### src/rtl/strassen_pkg.sv
// Shared types for the Strassen result reader: FSM state and C-matrix element addresses.
package strassen_pkg;

   typedef enum logic [1:0] {
      ST_IDLE,
      ST_READ,
      ST_DRAIN
   } state_e;

   localparam logic [1:0] C11_ADDR = 2'd0;
   localparam logic [1:0] C12_ADDR = 2'd1;
   localparam logic [1:0] C21_ADDR = 2'd2;
   localparam logic [1:0] C22_ADDR = 2'd3;

   // Address of the n-th element of a transfer; column-major swaps C12 and C21.
   function automatic logic [1:0] seq_addr(input logic [1:0] n, input logic transpose);
      case (n)
         2'd0:    seq_addr = C11_ADDR;
         2'd1:    seq_addr = transpose ? C21_ADDR : C12_ADDR;
         2'd2:    seq_addr = transpose ? C12_ADDR : C21_ADDR;
         default: seq_addr = C22_ADDR;
      endcase
   endfunction

endpackage

### src/rtl/unload_fifo2.sv
// Two-entry FIFO holding returned result elements (data, matrix index, last flag).
module unload_fifo2 #(
   parameter int DATA_W = 16
) (
   input  logic              clk,
   input  logic              rst_n,
   input  logic              push,
   input  logic [DATA_W-1:0] push_data,
   input  logic [1:0]        push_idx,
   input  logic              push_last,
   input  logic              pop,
   output logic              head_valid,
   output logic [DATA_W-1:0] head_data,
   output logic [1:0]        head_idx,
   output logic              head_last,
   output logic [1:0]        count
);

   logic [DATA_W-1:0] data_q [2];
   logic [DATA_W-1:0] data_d [2];
   logic [1:0]        idx_q  [2];
   logic [1:0]        idx_d  [2];
   logic [1:0]        last_q;
   logic [1:0]        last_d;
   logic              wr_ptr_q, wr_ptr_d;
   logic              rd_ptr_q, rd_ptr_d;
   logic [1:0]        count_q, count_d;

   // NOTE: every always_comb output gets a default first so no latch is inferred.
   always_comb begin
      data_d   = data_q;
      idx_d    = idx_q;
      last_d   = last_q;
      wr_ptr_d = wr_ptr_q;
      rd_ptr_d = rd_ptr_q;
      if (push) begin
         data_d[wr_ptr_q] = push_data;
         idx_d[wr_ptr_q]  = push_idx;
         last_d[wr_ptr_q] = push_last;
         wr_ptr_d         = ~wr_ptr_q;
      end
      if (pop) begin
         rd_ptr_d = ~rd_ptr_q;
      end
      count_d = count_q + {1'b0, push} - {1'b0, pop};
   end

   // NOTE: the two entries are reset too, so out_data reads 0 while the FIFO is empty after reset.
   // NOTE: sequential state uses non-blocking assignments only.
   always_ff @(posedge clk or negedge rst_n) begin
      if (!rst_n) begin
         data_q   <= '{default: '0};
         idx_q    <= '{default: '0};
         last_q   <= '0;
         wr_ptr_q <= 1'b0;
         rd_ptr_q <= 1'b0;
         count_q  <= '0;
      end else begin
         data_q   <= data_d;
         idx_q    <= idx_d;
         last_q   <= last_d;
         wr_ptr_q <= wr_ptr_d;
         rd_ptr_q <= rd_ptr_d;
         count_q  <= count_d;
      end
   end

   assign head_valid = (count_q != 2'd0);
   assign head_data  = data_q[rd_ptr_q];
   assign head_idx   = idx_q[rd_ptr_q];
   assign head_last  = last_q[rd_ptr_q];
   assign count      = count_q;

endmodule

### src/rtl/strassen_result_reader.sv
// Streams the four C elements out of the result memory with valid/ready handshaking.
// Define STRASSEN_RD_TRANSPOSE_EN for column-major order (C11, C21, C12, C22).
module strassen_result_reader
   import strassen_pkg::*;
#(
   parameter int DATA_W = 16
) (
   input  logic              clk,
   input  logic              rst_n,
   input  logic              start,
   output logic              rd_en,
   output logic [1:0]        rd_addr,
   input  logic [DATA_W-1:0] rd_data,
   output logic              out_valid,
   input  logic              out_ready,
   output logic [DATA_W-1:0] out_data,
   output logic [1:0]        out_idx,
   output logic              out_last,
   output logic              busy,
   output logic              done
);

`ifdef STRASSEN_RD_TRANSPOSE_EN
   localparam logic TRANSPOSE = 1'b1;
`else
   localparam logic TRANSPOSE = 1'b0;
`endif

   state_e     state_q, state_d;
   logic [1:0] issue_cnt_q, issue_cnt_d;
   logic       ret_valid_q, ret_valid_d;
   logic [1:0] ret_idx_q, ret_idx_d;
   logic       ret_last_q, ret_last_d;
   logic       busy_q, busy_d;
   logic       done_q, done_d;

   logic       pop;
   logic [1:0] fifo_count;
   logic [2:0] pending;

   assign pop = out_valid && out_ready;

   // Slots committed after this edge: buffered plus the element arriving now, minus the one leaving.
   assign pending = {1'b0, fifo_count} + {2'b00, ret_valid_q} - {2'b00, pop};
   assign rd_en   = (state_q == ST_READ) && (pending < 3'd2);
   assign rd_addr = seq_addr(issue_cnt_q, TRANSPOSE);

   unload_fifo2 #(.DATA_W(DATA_W)) u_fifo (
      .clk        (clk),
      .rst_n      (rst_n),
      .push       (ret_valid_q),
      .push_data  (rd_data),
      .push_idx   (ret_idx_q),
      .push_last  (ret_last_q),
      .pop        (pop),
      .head_valid (out_valid),
      .head_data  (out_data),
      .head_idx   (out_idx),
      .head_last  (out_last),
      .count      (fifo_count)
   );

   always_comb begin
      state_d     = state_q;
      issue_cnt_d = issue_cnt_q;
      done_d      = 1'b0;
      ret_valid_d = rd_en;
      ret_idx_d   = rd_addr;
      ret_last_d  = rd_en && (issue_cnt_q == 2'd3);
      case (state_q)
         ST_IDLE: begin
            if (start) begin
               state_d     = ST_READ;
               issue_cnt_d = 2'd0;
            end
         end
         ST_READ: begin
            if (rd_en) begin
               issue_cnt_d = issue_cnt_q + 2'd1;
               if (issue_cnt_q == 2'd3) state_d = ST_DRAIN;
            end
         end
         ST_DRAIN: begin
            if (pop && out_last) begin
               state_d = ST_IDLE;
               done_d  = 1'b1;
            end
         end
         default: state_d = ST_IDLE;
      endcase
      busy_d = (state_d != ST_IDLE);
   end

   // Clearing ret_valid_q on reset drops any read data still returning from an abandoned transfer.
   always_ff @(posedge clk or negedge rst_n) begin
      if (!rst_n) begin
         state_q     <= ST_IDLE;
         issue_cnt_q <= 2'd0;
         ret_valid_q <= 1'b0;
         ret_idx_q   <= 2'd0;
         ret_last_q  <= 1'b0;
         busy_q      <= 1'b0;
         done_q      <= 1'b0;
      end else begin
         state_q     <= state_d;
         issue_cnt_q <= issue_cnt_d;
         ret_valid_q <= ret_valid_d;
         ret_idx_q   <= ret_idx_d;
         ret_last_q  <= ret_last_d;
         busy_q      <= busy_d;
         done_q      <= done_d;
      end
   end

   assign busy = busy_q;
   assign done = done_q;

endmodule

### config.mk
export PLATFORM = sky130hd
export DESIGN_NAME = strassen_result_reader
export DESIGN_NICKNAME = d
export VERILOG_FILES = /design/src/rtl/strassen_pkg.sv /design/src/rtl/unload_fifo2.sv /design/src/rtl/strassen_result_reader.sv
export SDC_FILE = /design/constraint.sdc
export NUM_CORES = 1
export LEC_CHECK = 0
export BUFFER_PORTS_ARGS = -buffer_cell sky130_fd_sc_hd__buf_2
export CAP_MARGIN = 30
export CORE_ASPECT_RATIO = 1.2
export CORE_UTILIZATION = 55
export CTS_CLUSTER_SIZE = 16
export DETAILED_ROUTE_END_ITERATION = 16
export GPL_ROUTABILITY_DRIVEN = 0
export PLACE_DENSITY_LB_ADDON = 0.2
export SYNTH_ARGS = -nofsm -noshare
export SYNTH_HDL_FRONTEND = slang
export SYNTH_SLANG_ARGS = --single-unit
### constraint.sdc
create_clock -name clk -period 4.4 [get_ports clk]
set_input_delay 0.66 -clock clk [delete_from_list [all_inputs] [get_ports clk]]
set_output_delay 0.66 -clock clk [all_outputs]
set_load 0.05 [all_outputs]
==> metrics.yaml, run 1 <==
core.rowCount: 25
drc: 0
drt_iter0_drc: 40
syn_nets: 175
yosysSeqAreaShare: 0.5640
avgViaCountPerCell: 5.245
rsz0062_at_grt: "no"
final_cell_mix: "dfrtp_1 (52), mux2_2 (47), buf_2 (44), mux2_4 (10), clkbuf_8 (6)"
drt_wl_total_mm: 4.027
clock-root-buffer: "clkbuf_8"
dr.pass1.iters: 3
min_period_over_period: 0.7261
path_class: "reg2out"
nets: 223
path_delay_family: "simple AND/OR/NAND/NOR gates"
cts_tree: "done"
syn-mean-instance-area_um2: 15.38
synth_area_mm2: 0.002307
drv_slew: 0
groute.usage.overall: 0.2009
wl_per_cell_um: 15.92
crit_path_cell_trace: "nand2_1 > mux2i_1 > ha_1 > inv_1 > fa_1 > xor2_1 > nor3_2 > buf_2"
relSlewSlack: 0.4015
cts.sinks: 52
min_period_ps: 3195
utilization: 0.6750
hold_class: "in2async"
grt_pass1_vias: 1410
cts_resized: 0
ant_nets: 0
initial_core_util: 0.5808
clockBufferDepth: 2
yosys_warnings: 0
dp_hpwl_mm: 2.899
n_fill_cell: 304
setup_viol: 0
cts_setup_buffers: 0
tightest_slew_ps: 897.7
die_w_um: 61.13
status: "finished, final reports clean"
coreArea_mm2: 0.003973
r2r_slack_ps: 2190
netlist_instances: 150
htreeDepth: 2
critPathBufInv: 2
ys_types: 28
dieArea_mm2: 0.004459
cp_max_fo: 7
timing.rr.start: "u_fifo.count[1]$_DFF_PN0_"
layout_commonest_cell: "dfrtp_1"
numPortBuffers: 44
arrival_ps: 2530
n_antenna_cell: 0
syn_to_final_growth_pct: 16.21
clk_pin_slew_ps: 90
clk_latency_ps: 300
cpMaxStageDelayCell: "dfrtp_1"
slowest_delay_ps: 450
die_h_um: 72.95
max_cap_violations: 0
ctsHoldBuffers: 0
crit_required_ps: 3740
synth-seq-cells: 52
grt_pass1_wl_mm: 6.430
drive_above_1_share: 0.5879
tns_ps: 0
clock.fmax_ghz: 0.3130
grt_max_degree: 40
antenna_found_initial: 0
vias: 1327
final_hold_viol_count: 0
end_kind: "output port"
cts_buffers: 5
startpoint: "u_fifo.count[1]$_DFF_PN0_"
gr-total-overflow: 0
io_pins: 45
skew_ps: 8.539
crit_path_start_kind: "flop"
==> final cells by class <==
type / count / area [um2] / share of cell area
Sequential cell: 52 / 1301 / 0.4853
Multi-Input combinational cell: 89 / 935.9 / 0.3490
Timing Repair Buffer: 46 / 267.8 / 0.09986
Clock buffer: 7 / 86.33 / 0.03220
Tap cell: 54 / 67.56 / 0.02520
Inverter: 4 / 15.01 / 0.005600
Clock inverter: 1 / 7.507 / 0.002800
==> flip-flops by register name, summed over array words and instances, names as in the netlist, 2 cells and up <==
register / cells
u_fifo.data_q: 32
u_fifo.idx_q: 4
issue_cnt_q: 2
ret_idx_q: 2
state_q: 2
u_fifo.count: 2
u_fifo.last_q: 2
==> per-layer routing <==
metal	up-vias	routed length [um]	part of all wire	track usage
li1	614	-	-	-
met1	685	1696	0.42	0.2413
met2	26	2147	0.53	0.3551
met3	2	157	0.039	0.04078
met4	0	25	0.0062	0.06061
met5	-	0	0	0
==> per-stage QoR <==
step,std cells,hold slack [ps],worst slack (ps),instance area [um2]
after floorplan,150,364.4,1324,2307
after global placement,243,480.4,1302,2540
after detailed placement,245,486.6,1210,2587
after CTS,253,253.4,1183,2681
after global routing,253,268.9,1005,2681
final,253,263.3,1205,2681
==> path summary, 6_finish.rpt <==
path,depth (start not counted),endpoint
min in group clk,1,u_fifo.data_q[1]$_DFFE_PN0P_
max in group asynchronous,2,ret_last_q$_DFF_PN0_
hold / removal,1,u_fifo.data_q[13]$_DFFE_PN0P_
setup / recovery,8,rd_en
setup reg to reg,8,issue_cnt_q[1]$_DFFE_PN0P_
hold reg to reg,1,u_fifo.data_q[1]$_DFFE_PN0P_
==> cell usage after synthesis <==
| cell type | count | share of area |
|---|---|---|
| nand2_1 | 4 | 0.0065 |
| or3b_2 | 1 | 0.0038 |
| o21ai_0 | 1 | 0.0022 |
| nand2_2 | 1 | 0.0027 |
| buf_6 | 2 | 0.0098 |
| xor2_1 | 2 | 0.0076 |
| nor3b_1 | 1 | 0.0033 |
| o22ai_1 | 1 | 0.0027 |
| a211oi_1 | 1 | 0.0033 |
| and2b_1 | 1 | 0.0033 |
| buf_12 | 1 | 0.0087 |
| xnor2_1 | 1 | 0.0038 |
| mux2_4 | 10 | 0.065 |
| nor3_2 | 1 | 0.0043 |
| inv_1 | 4 | 0.0065 |
| nand2b_1 | 1 | 0.0027 |
| dfrtp_1 | 52 | 0.56 |
| ha_1 | 4 | 0.022 |
| nor2b_2 | 1 | 0.0038 |
| buf_2 | 1 | 0.0022 |
| mux2i_1 | 3 | 0.013 |
| or2_2 | 3 | 0.0081 |
| mux2_2 | 47 | 0.23 |
| nor2_1 | 2 | 0.0033 |
| buf_4 | 1 | 0.0033 |
| and2_1 | 1 | 0.0027 |
| fa_1 | 1 | 0.0087 |
| o2bb2ai_1 | 1 | 0.0038 |
==> logic make-up (layout without fill, tap and decap cells) <==
logic type,Yosys count,in the layout,synth area share
buf+inv,9,58,0.03037
simple gates,17,17,0.04448
xor+xnor,3,3,0.01139
mux,60,60,0.3075
flops,52,52,0.5640
fa+ha+maj,5,5,0.03037
compound gates,4,4,0.01193
Power of run 1 is not shown: default switching activity piles up to over one toggle a cycle in this logic, so the estimate is an artifact.
==> run 2: changes to the inputs <==
- ABC_AREA: default -> 1
- CORE_UTILIZATION: 55 -> 49
- clock period: 4.4 -> 2.7 ns (I/O delays scaled with it)
==> run 2 against run 1 <==
- register-to-register slack got worse by 1600 ps
- global-route usage fell by 1.6 points
- critical path type unchanged
- sequential cell count did not move
==> metrics.yaml, run 2 <==
coreArea_mm2: 0.004327
clockBufferDepth: 2
drt_iter0_drc: 96
end_kind: "output port"
layout_commonest_cell: "nand2_1"
initial_core_util: 0.5205
max_cap_violations: 0
yosys_warnings: 0
cts_tree: "done"
crit_required_ps: 2300
cts_buffers: 5
clock-root-buffer: "clkbuf_8"
avgViaCountPerCell: 4.792
grt_max_degree: 40
critPathBufInv: 4
drv_slew: 0
status: "finished, final reports clean"
setup_viol: 0
regMostFlops: "u_fifo.data_q"
grt_pass1_vias: 1603
dr.pass1.iters: 4
dp_hpwl_mm: 2.717
rsz0062_at_grt: "yes"
die_h_um: 76.27
grt.busiest_layer: "met2"
drive_above_1_share: 0.2349
clk_pin_slew_ps: 90
synth-seq-cells: 52
synth-main-ff-cell: "dfrtp_1"
largest_reg_flops: 32
min_period_over_period: 0.9759
min_period_ps: 2635
arrival_ps: 2230
hold_class: "in2async"
netlist.area_leader.share: 0.5778
syn_nets: 290
clk_latency_ps: 300
syn_to_final_growth_pct: 18.56
met1_usage: 0.2223
core.rowCount: 26
crit_path_cell_trace: "nor2_2 > nor2_2 > nand2_2 > o21ai_2 > ha_2 > inv_2 > fa_1 > inv_2 > nor2_4 > nand2_2 > inv_2 > buf_8"
dieArea_mm2: 0.004873
numPortBuffers: 44
final_cell_mix: "nand2_1 (104), dfrtp_1 (52), buf_2 (43), inv_1 (30), o21ai_0 (28)"
met3_usage: 0.05240
gr-total-overflow: 0
tightest_slew_ps: 695.0
top_regs: "u_fifo.data_q x32, u_fifo.idx_q x4"
die_w_um: 63.89
synth_edf_count: 0
drt_wl_total_mm: 4.172
cpMaxStageDelayCell: "fa_1"
netlist_instances: 265
synth.largest_area_cell: "dfrtp_1"
path_class: "reg2out"
cp_max_fo: 3
netlist_top_cells_count: "nand2_1 (106), dfrtp_1 (52), inv_1 (34), o21ai_0 (29), o21ai_1 (13)"
cts.sinks: 52
htreeDepth: 2
crit_path_start_kind: "flop"
drc: 0
relSlewSlack: 0.5366
vias: 1778
clock.fmax_ghz: 0.3795
yosysSeqAreaShare: 0.5778
wl_per_cell_um: 11.25
cp_common_cell: "inv_2"
ant_nets: 0
ys_types: 20
met2_usage: 0.3117
antenna_found_initial: 0
syn-mean-instance-area_um2: 8.499
synthArstFlopShare: 1.000
grt_pass1_wl_mm: 6.975
groute.usage.overall: 0.1850
final_hold_viol_count: 0
synth_area_mm2: 0.002252
n_fill_cell: 409
nets: 339
skew_ps: 4.077
path_delay_family: "adder cells"
utilization: 0.6171
n_antenna_cell: 0
yosys.cell_count.top_type: "nand2_1"
synth_area_leaders: "dfrtp_1 (58%), nand2_1 (18%), o21ai_0 (6.4%), inv_1 (5.7%), o21ai_1 (2.9%)"
io_pins: 45
slowest_delay_ps: 540
[run 2: worst paths after layout]
kind | startpoint | cells past startpoint | slack (ps) | to
min in group clk | rd_data[13] | 3 | 350 | u_fifo.data_q[29]$_DFFE_PN0P_
min reg2reg | u_fifo.data_q[11]$_DFFE_PN0P_ | 2 | 490 | u_fifo.data_q[11]$_DFFE_PN0P_
min | rst_n | 1 | 140 | u_fifo.data_q[12]$_DFFE_PN0P_
max reg2reg | u_fifo.count[0]$_DFF_PN0_ | 13 | 580 | issue_cnt_q[0]$_DFFE_PN0P_
max in group asynchronous | rst_n | 2 | 1930 | state_q[0]$_DFF_PN0_
max | u_fifo.count[0]$_DFF_PN0_ | 12 | 70 | rd_en
[run 2: worst register-to-register path, stage by stage (launching register included)]
cell	delay, ps
dfrtp_1	370
nor2_2	60
nor2_2	150
nand2_2	90
o21ai_2	60
ha_2	180
inv_2	40
fa_1	540
inv_2	60
nor2_4	90
nand2_2	80
buf_4	140
nand3_1	50
o21ai_0	90
[run 2: kinds of logic (layout without fill, tap and decap cells)]
kind of cell | count (synthesis) | count (layout) | synth area share
buf+inv | 46 | 96 | 0.08666
fa+ha+maj | 5 | 5 | 0.03111
compound gates | 42 | 42 | 0.09333
xor+xnor | 1 | 1 | 0.003890
flops | 52 | 52 | 0.5778
simple gates | 119 | 119 | 0.2072
[run 2: through the flow]
stage / setup TNS, ps / setup WS, ps / cells / hold slack [ps] / instance area, um2
2_1_floorplan: 0 / 261.0 / 265 / 109.4 / 2252
3_3_place_gp: 0 / 178.5 / 359 / 465.1 / 2516
3_5_place_dp: 0 / 146.9 / 359 / 473.6 / 2516
4_1_cts: 0 / 19.45 / 368 / 167.6 / 2620
5_1_grt: -76.47 / -76.47 / 371 / 195.0 / 2670
6_report: 0 / 65.16 / 371 / 143.2 / 2670
[run 2: timing repair]
item	in CTS	in global routing
gates resized for setup	2	14
setup endpoints to repair	1	1
pin swaps	0	7
buffers inserted	1	3
hold buffers	0	0
[run 2: area by class of cell]
| cell class | count | area, um2 | area share |
|---|---|---|---|
| sequential | 52 | 1301 | 0.4873 |
| multi-input combinational | 167 | 779.5 | 0.2919 |
| timing repair buffer | 53 | 297.8 | 0.1115 |
| inverter | 35 | 131.4 | 0.04920 |
| clock buffer | 8 | 90.09 | 0.03374 |
| tap | 56 | 70.07 | 0.02624 |
[run 2: per-layer routing]
metal  part of all wire  routed length, um  vias to the layer above
met5                  0                  0                        -
met4              0.012                 50                        0
met3              0.047                197                        4
met2               0.51               2113                       35
met1               0.43               1812                      833
li1                   -                  -                      906
Power of run 2 is left out for the same reason.
